===== src/rtl/writeback_stage.sv =====
// Writeback stage: MEM-WB pipeline register, load alignment/extension and the
// register-file write port, with a load-wait FSM that stalls upstream until data returns.

package riscv_pkg;
    localparam int XLEN = 32;

    typedef enum logic [5:0] {
        UNKNOWN,
        LUI, AUIPC, JAL, JALR,
        BEQ, BNE, BLT, BGE, BLTU, BGEU,
        LB, LH, LW, LBU, LHU,
        SB, SH, SW,
        ADDI, SLTI, SLTIU, XORI, ORI, ANDI, SLLI, SRLI, SRAI,
        ADD, SUB, SLL, SLT, SLTU, XOR, OR, AND, SRL, SRA
    } alu_ctrl_e;
endpackage

module writeback_stage
    import riscv_pkg::*;
#(
    parameter int unsigned     LD_TIMEOUT = 16,
    parameter logic [XLEN-1:0] RESET_PC   = 32'h8000_0000
) (
    input  logic            clk_i,
    input  logic            rst_i,
    input  logic            validW_i,
    input  logic [XLEN-1:0] pcW_i,
    input  logic [XLEN-1:0] instrW_i,
    input  alu_ctrl_e       operationW_i,
    input  logic [XLEN-1:0] resultW_i,
    input  logic [4:0]      rdW_addr_i,
    input  logic            rdW_wr_ena_i,
    input  logic            dmem_rvalid_i,
    input  logic [XLEN-1:0] dmem_rdata_i,
    output logic            stallW_o,
    output logic [XLEN-1:0] rdD_data_o,
    output logic [4:0]      rdD_addr_o,
    output logic            rdD_wr_ena_o,
    output logic            tb_update_o,
    output logic [XLEN-1:0] pcW_o,
    output logic [XLEN-1:0] instrW_o,
    output logic            ld_err_o
);

    localparam logic [0:0] IDLE    = 1'b0;
    localparam logic [0:0] WAIT_LD = 1'b1;

    localparam int unsigned      CNT_W    = (LD_TIMEOUT > 1) ? $clog2(LD_TIMEOUT) : 1;
    localparam logic [CNT_W-1:0] CNT_LAST = CNT_W'(LD_TIMEOUT - 1);

    localparam logic [XLEN-1:0] NOP_INSTR = 32'h0000_0013;

    logic [0:0]       state;
    logic [CNT_W-1:0] cnt;

    alu_ctrl_e        ld_op;
    logic [1:0]       ld_off;
    logic [4:0]       ld_rd;
    logic             ld_ena;
    logic [XLEN-1:0]  ld_pc;
    logic [XLEN-1:0]  ld_instr;

    logic is_load;
    logic misaligned;

    assign is_load    = operationW_i inside {LB, LH, LW, LBU, LHU};
    assign misaligned = ((operationW_i == LH || operationW_i == LHU) && resultW_i[0])
                     || (operationW_i == LW && resultW_i[1:0] != 2'b00);

    // Stall depends on the state register alone so no input-to-stall path exists.
    assign stallW_o = (state == WAIT_LD);

    function automatic logic [XLEN-1:0] extract_load(
        input alu_ctrl_e       op,
        input logic [1:0]      off,
        input logic [XLEN-1:0] data
    );
        logic [7:0]  lb;
        logic [15:0] lh;
        lb = data[{off, 3'b000} +: 8];
        lh = data[{off[1], 4'b0000} +: 16];
        case (op)
            LB:      return {{(XLEN-8){lb[7]}}, lb};
            LBU:     return {{(XLEN-8){1'b0}}, lb};
            LH:      return {{(XLEN-16){lh[15]}}, lh};
            LHU:     return {{(XLEN-16){1'b0}}, lh};
            default: return data;
        endcase
    endfunction

    always_ff @(posedge clk_i or posedge rst_i) begin
        if (rst_i) begin
            state        <= IDLE;
            cnt          <= '0;
            ld_op        <= UNKNOWN;
            ld_off       <= 2'b00;
            ld_rd        <= 5'd0;
            ld_ena       <= 1'b0;
            ld_pc        <= RESET_PC;
            ld_instr     <= NOP_INSTR;
            rdD_data_o   <= '0;
            rdD_addr_o   <= 5'd0;
            rdD_wr_ena_o <= 1'b0;
            tb_update_o  <= 1'b0;
            ld_err_o     <= 1'b0;
            pcW_o        <= RESET_PC;
            instrW_o     <= NOP_INSTR;
        end else begin
            // NOTE: non-blocking assignments let these pulse defaults be overridden
            // later in the same block without creating ordering hazards between flops.
            rdD_wr_ena_o <= 1'b0;
            tb_update_o  <= 1'b0;
            ld_err_o     <= 1'b0;

            case (state)
                IDLE: begin
                    if (validW_i) begin
                        if (is_load && misaligned) begin
                            ld_err_o    <= 1'b1;
                            tb_update_o <= 1'b1;
                            pcW_o       <= pcW_i;
                            instrW_o    <= instrW_i;
                        end else if (is_load) begin
                            ld_op    <= operationW_i;
                            ld_off   <= resultW_i[1:0];
                            ld_rd    <= rdW_addr_i;
                            ld_ena   <= rdW_wr_ena_i;
                            ld_pc    <= pcW_i;
                            ld_instr <= instrW_i;
                            cnt      <= '0;
                            state    <= WAIT_LD;
                        end else begin
                            tb_update_o <= 1'b1;
                            pcW_o       <= pcW_i;
                            instrW_o    <= instrW_i;
                            if (operationW_i != UNKNOWN) begin
                                rdD_data_o   <= resultW_i;
                                rdD_addr_o   <= rdW_addr_i;
                                rdD_wr_ena_o <= rdW_wr_ena_i && (rdW_addr_i != 5'd0);
                            end
                        end
                    end
                end

                WAIT_LD: begin
                    // A response arriving on the timeout cycle still completes the load.
                    if (dmem_rvalid_i) begin
                        rdD_data_o   <= extract_load(ld_op, ld_off, dmem_rdata_i);
                        rdD_addr_o   <= ld_rd;
                        rdD_wr_ena_o <= ld_ena && (ld_rd != 5'd0);
                        tb_update_o  <= 1'b1;
                        pcW_o        <= ld_pc;
                        instrW_o     <= ld_instr;
                        state        <= IDLE;
                    end else if (cnt == CNT_LAST) begin
                        ld_err_o    <= 1'b1;
                        tb_update_o <= 1'b1;
                        pcW_o       <= ld_pc;
                        instrW_o    <= ld_instr;
                        state       <= IDLE;
                    end else begin
                        cnt <= cnt + 1'b1;
                    end
                end

                default: state <= IDLE;
            endcase
        end
    end

endmodule


===== config.mk =====
export PLATFORM = sky130hd
export DESIGN_NAME = writeback_stage
export DESIGN_NICKNAME = d
export VERILOG_FILES = /design/src/rtl/writeback_stage.sv
export SDC_FILE = /design/constraint.sdc
export NUM_CORES = 1
export LEC_CHECK = 0
export CORE_ASPECT_RATIO = 0.7
export CORE_MARGIN = 2
export CORE_UTILIZATION = 50
export CTS_CLUSTER_DIAMETER = 60
export DETAILED_ROUTE_END_ITERATION = 8
export PLACE_DENSITY_LB_ADDON = 0.1
export SLEW_MARGIN = 20
export SYNTH_ARGS = -nofsm -noshare
export SYNTH_HDL_FRONTEND = slang
export SYNTH_SLANG_ARGS = --single-unit

===== constraint.sdc =====
create_clock -name clk_i -period 10.65 [get_ports clk_i]
set_input_delay 2.13 -clock clk_i [delete_from_list [all_inputs] [get_ports clk_i]]
set_output_delay 2.13 -clock clk_i [all_outputs]
set_load 0.01 [all_outputs]

==> metrics.md <==
| Metric | Value |
|---|---|
| Max VDD drop | 116.4 uV |
| Clock Skew | 0.01534 ns |
| WL final | 23.26 mm |
| Max Cap Viol | 0 |
| Die width | 165.5 um |
| Cells after synthesis | 710 |
| Gr ovfl total | 0 |
| Seq/Total Area, Yosys | 0.5135 |
| Routability Congestion | 0.9422 |
| CTS Hold Buffers Added | 0 |
| Fin cells | 1186 |
| DIE AREA | 19380 um2 |
| DR WL/cell | 19.61 um |
| First-pass GRT wire length | 35.83 mm |
| Leading area contributor after synthesis | dfrtp_1 |
| Area contributors post-synth | dfrtp_1, mux2_2, mux2_4, o21ai_0, nand2_1 |
| Syn_area_per_cell | 12.86 um2 |
| Area of the core | 17950 um2 |
| Worst Setup SP | operationW_i[1] |
| FF-to-FF Start | stallW_o |
| Avg Vias per Cell | 5.579 |
| Largest net degree at the start of global routing | 114 |
| Combinational Power Share | 0.268 |
| Setup WS pre-CTS | 5.608 ns |
| CP max-delay cell | buf_4 |
| Clock transition at path regs | 0.07 ns |
| Post_cts resized | 0 |
| Max-slew violations | 0 |
| Most frequent cells after synthesis | dfrtp_1, mux2_2, nand2_1 |
| Layout cell share with drive strength beyond 1 | 0.2768 |
| Power Total | 2178 uW |
| Syn Std Cell Area | 9133 um2 |
| Worst path max stage delay | 0.78 ns |
| RSZ-0062 raised after global routing | no |
| Worst-Margin Slew | 1.150 ns |
| Req. time, crit path | 10.97 ns |
| Arrival @ worst endpoint | 4.90 ns |
| Slew headroom | 0.2232 |
| Max frequency | 218.1 MHz |
| Clock network power share | 0.297 |
| Critical Path End | instrW_o[13] |
| GRT Total Usage | 0.2419 |
| Worst R2R End | ld_instr[3] |
| Via Count | 6617 |
| YS warnings | 0 |
| Post-synth EDFFs | 0 |
| FILL cells | 1298 |
| Final min period | 4.584 ns |
| CP bufs+invs | 2 |
| Clock Latency Late Sink | 0.43 ns |
| WS Path Type | input pin to flip-flop |
| Count leader, synth | dfrtp_1 |
| Top FF cell, synth | dfrtp_1 |
| Area of the multi-input gates | 4165 um2 |
| Setup_tns | 0 ns |
| ANT nets after route | 0 |
| Final hold vios | 0 |
| Outcome | completed |
| P_sw | 635.0 uW |
| H-tree levels | 4 |
| Worst R2R Setup Slack | 7.42 ns |
| Root Buffer | clkbuf_16 |
| Area grow syn2layout | 35.53% |
| Worst R2R Path Depth | 5 |
| CTS tree | done |
| Initial antenna violation count | 0 |
| Sink Count | 187 |
| Ys async rst share | 1.000 |
| Initial Util | 0.5086 |
| Hold WC Path Type | flip-flop to flip-flop |
| CTS buffer count | 17 |
| Pint | 1543 uW |
| #FFs+latches synth | 187 |
| Hold depth | 2 |
| Antenna Cells | 0 |
| Pwr dens | 176.0 nW/um2 |
| Sequential cell area | 4693 um2 |
| Static Leakage | 0.005213 uW |
| Number of port buffers | 248 |
| Synth top area share | 0.4905 |
| Die H | 117.1 um |
| DP Cell Count | 1154 |
| Num rows | 41 |
| Worst path top cell family by delay | buffers and inverters |
| Final worst-path setup slack | 6.066 ns |
| Final cycle utilization of the critical path | 0.4304 |
| Critical Path End Type | flip-flop |
| Detailed-router iteration count before antenna repair | 4 |
| Number of global-route vias before repair | 6767 |
| Drt drc | 0 |
| Crit Path Max Fanout | 57 |
| Synthesized net count | 855 |
| # nets final | 1082 |
| Setup Buffers After CTS | 0 |
| Crit path cell chain | clkdlybuf4s50_1, and3b_1, a21oi_1, or4_1, a31o_4, buf_4, mux2_4 |
| Worst setup SP type | input pin |
| Clock Path Buffers | 2 |
| Initial DRC count | 510 |
| Detailed placement HPWL | 16.48 mm |
| WP depth | 7 |
| Post-synth cell types | 52 |
| IO Pins | 249 |
| Switching Share | 0.2915 |
| Seq pwr share | 0.436 |
| Hold_ws | 0.4884 ns |
| Final Setup Violations | 0 |
-- metrics by stage --
step	utilization	cell area (um2)
after floorplan	-	9133
after global placement	0.6551	11760
after detailed placement	0.6551	11760
after CTS	0.6889	12370
after global routing	0.6893	12380
final	0.6893	12380
-- state kept, by name, indices dropped and copies added (netlist names) --
signal,cells
ld_ena,1
ld_instr,32
ld_pc,32
ld_off,2
rdD_data_o,32
cnt,4
ld_rd,5
ld_err_o,1
ld_op,6
stallW_o,1
pcW_o,32
rdD_addr_o,5
tb_update_o,1
rdD_wr_ena_o,1
instrW_o,32
-- metal layers --
| metal | GRT usage | wire length, um |
|---|---|---|
| met4 | 0.08793 | 579 |
| met2 | 0.3638 | 10250 |
| met3 | 0.07681 | 1957 |
| met1 | 0.3323 | 10480 |
| met5 | 0 | 0 |
-- tightest hold or removal path, cell delays in order (launching register included) --
cell and delay [ns]:
dfrtp_1 0.34, nand2_1 0.05, o21ai_0 0.06
-- power by group through the flow --
stage               clock, uW  sequential, uW  combinational [uW]
finish                    646             949                 583
floorplan                   0             957                 313
global route              692             967                 629
CTS                       661             949                 586
global placement            0             950                 564
detailed placement          0             960                 584
-- cells by family after synthesis --
| kind of cell | count (synthesis) | synth area share |
|---|---|---|
| AO/OA/AOI/OAI | 109 | 0.08220 |
| adder cells (fa/ha/maj) | 8 | 0.009042 |
| XOR/XNOR | 4 | 0.003837 |
| multiplexers | 222 | 0.2981 |
| AND/OR/NAND/NOR | 113 | 0.05850 |
| flip-flops | 187 | 0.5135 |
| buffers and inverters | 67 | 0.03480 |
-- cells in the final DEF, fill, tap and decap left out, types with 8 or more instances in the layout --
cell | netlist | routed
mux2_2 | 154 | 154
dfrtp_1 | 179 | 178
o2bb2ai_1 | 16 | 16
nand3_1 | 12 | 12
mux2_4 | 49 | 49
clkdlybuf4s50_1 | 0 | 248
mux2i_1 | 14 | 14
nand2_1 | 60 | 60
o21ai_0 | 47 | 47
inv_1 | 20 | 19
clkbuf_16 | 0 | 17
nor2_1 | 10 | 10
dfstp_2 | 8 | 8
-- area by class of cell --
class	instances	area share
Tap cell	236	0.02386
Inverter	20	0.006672
Timing Repair Buffer	255	0.2048
Clock inverter	13	0.01233
Multi-Input combinational cell	456	0.3365
Sequential cell	187	0.3792
Clock buffer	19	0.03660
-- worst min-delay path by stage --
stage / start / endpoint / slack (ns)
2_1_floorplan: ld_op[3] / ld_op[3] / 0.45
3_3_place_gp: rdD_data_o[22] / rdD_data_o[22] / 0.46
3_5_place_dp: rdD_data_o[24] / rdD_data_o[24] / 0.47
4_1_cts: rdD_data_o[27] / rdD_data_o[27] / 0.49
5_1_grt: rdD_data_o[5] / rdD_data_o[5] / 0.52
6_report: rdD_data_o[27] / rdD_data_o[27] / 0.49
(Power assumes the default switching activity.)
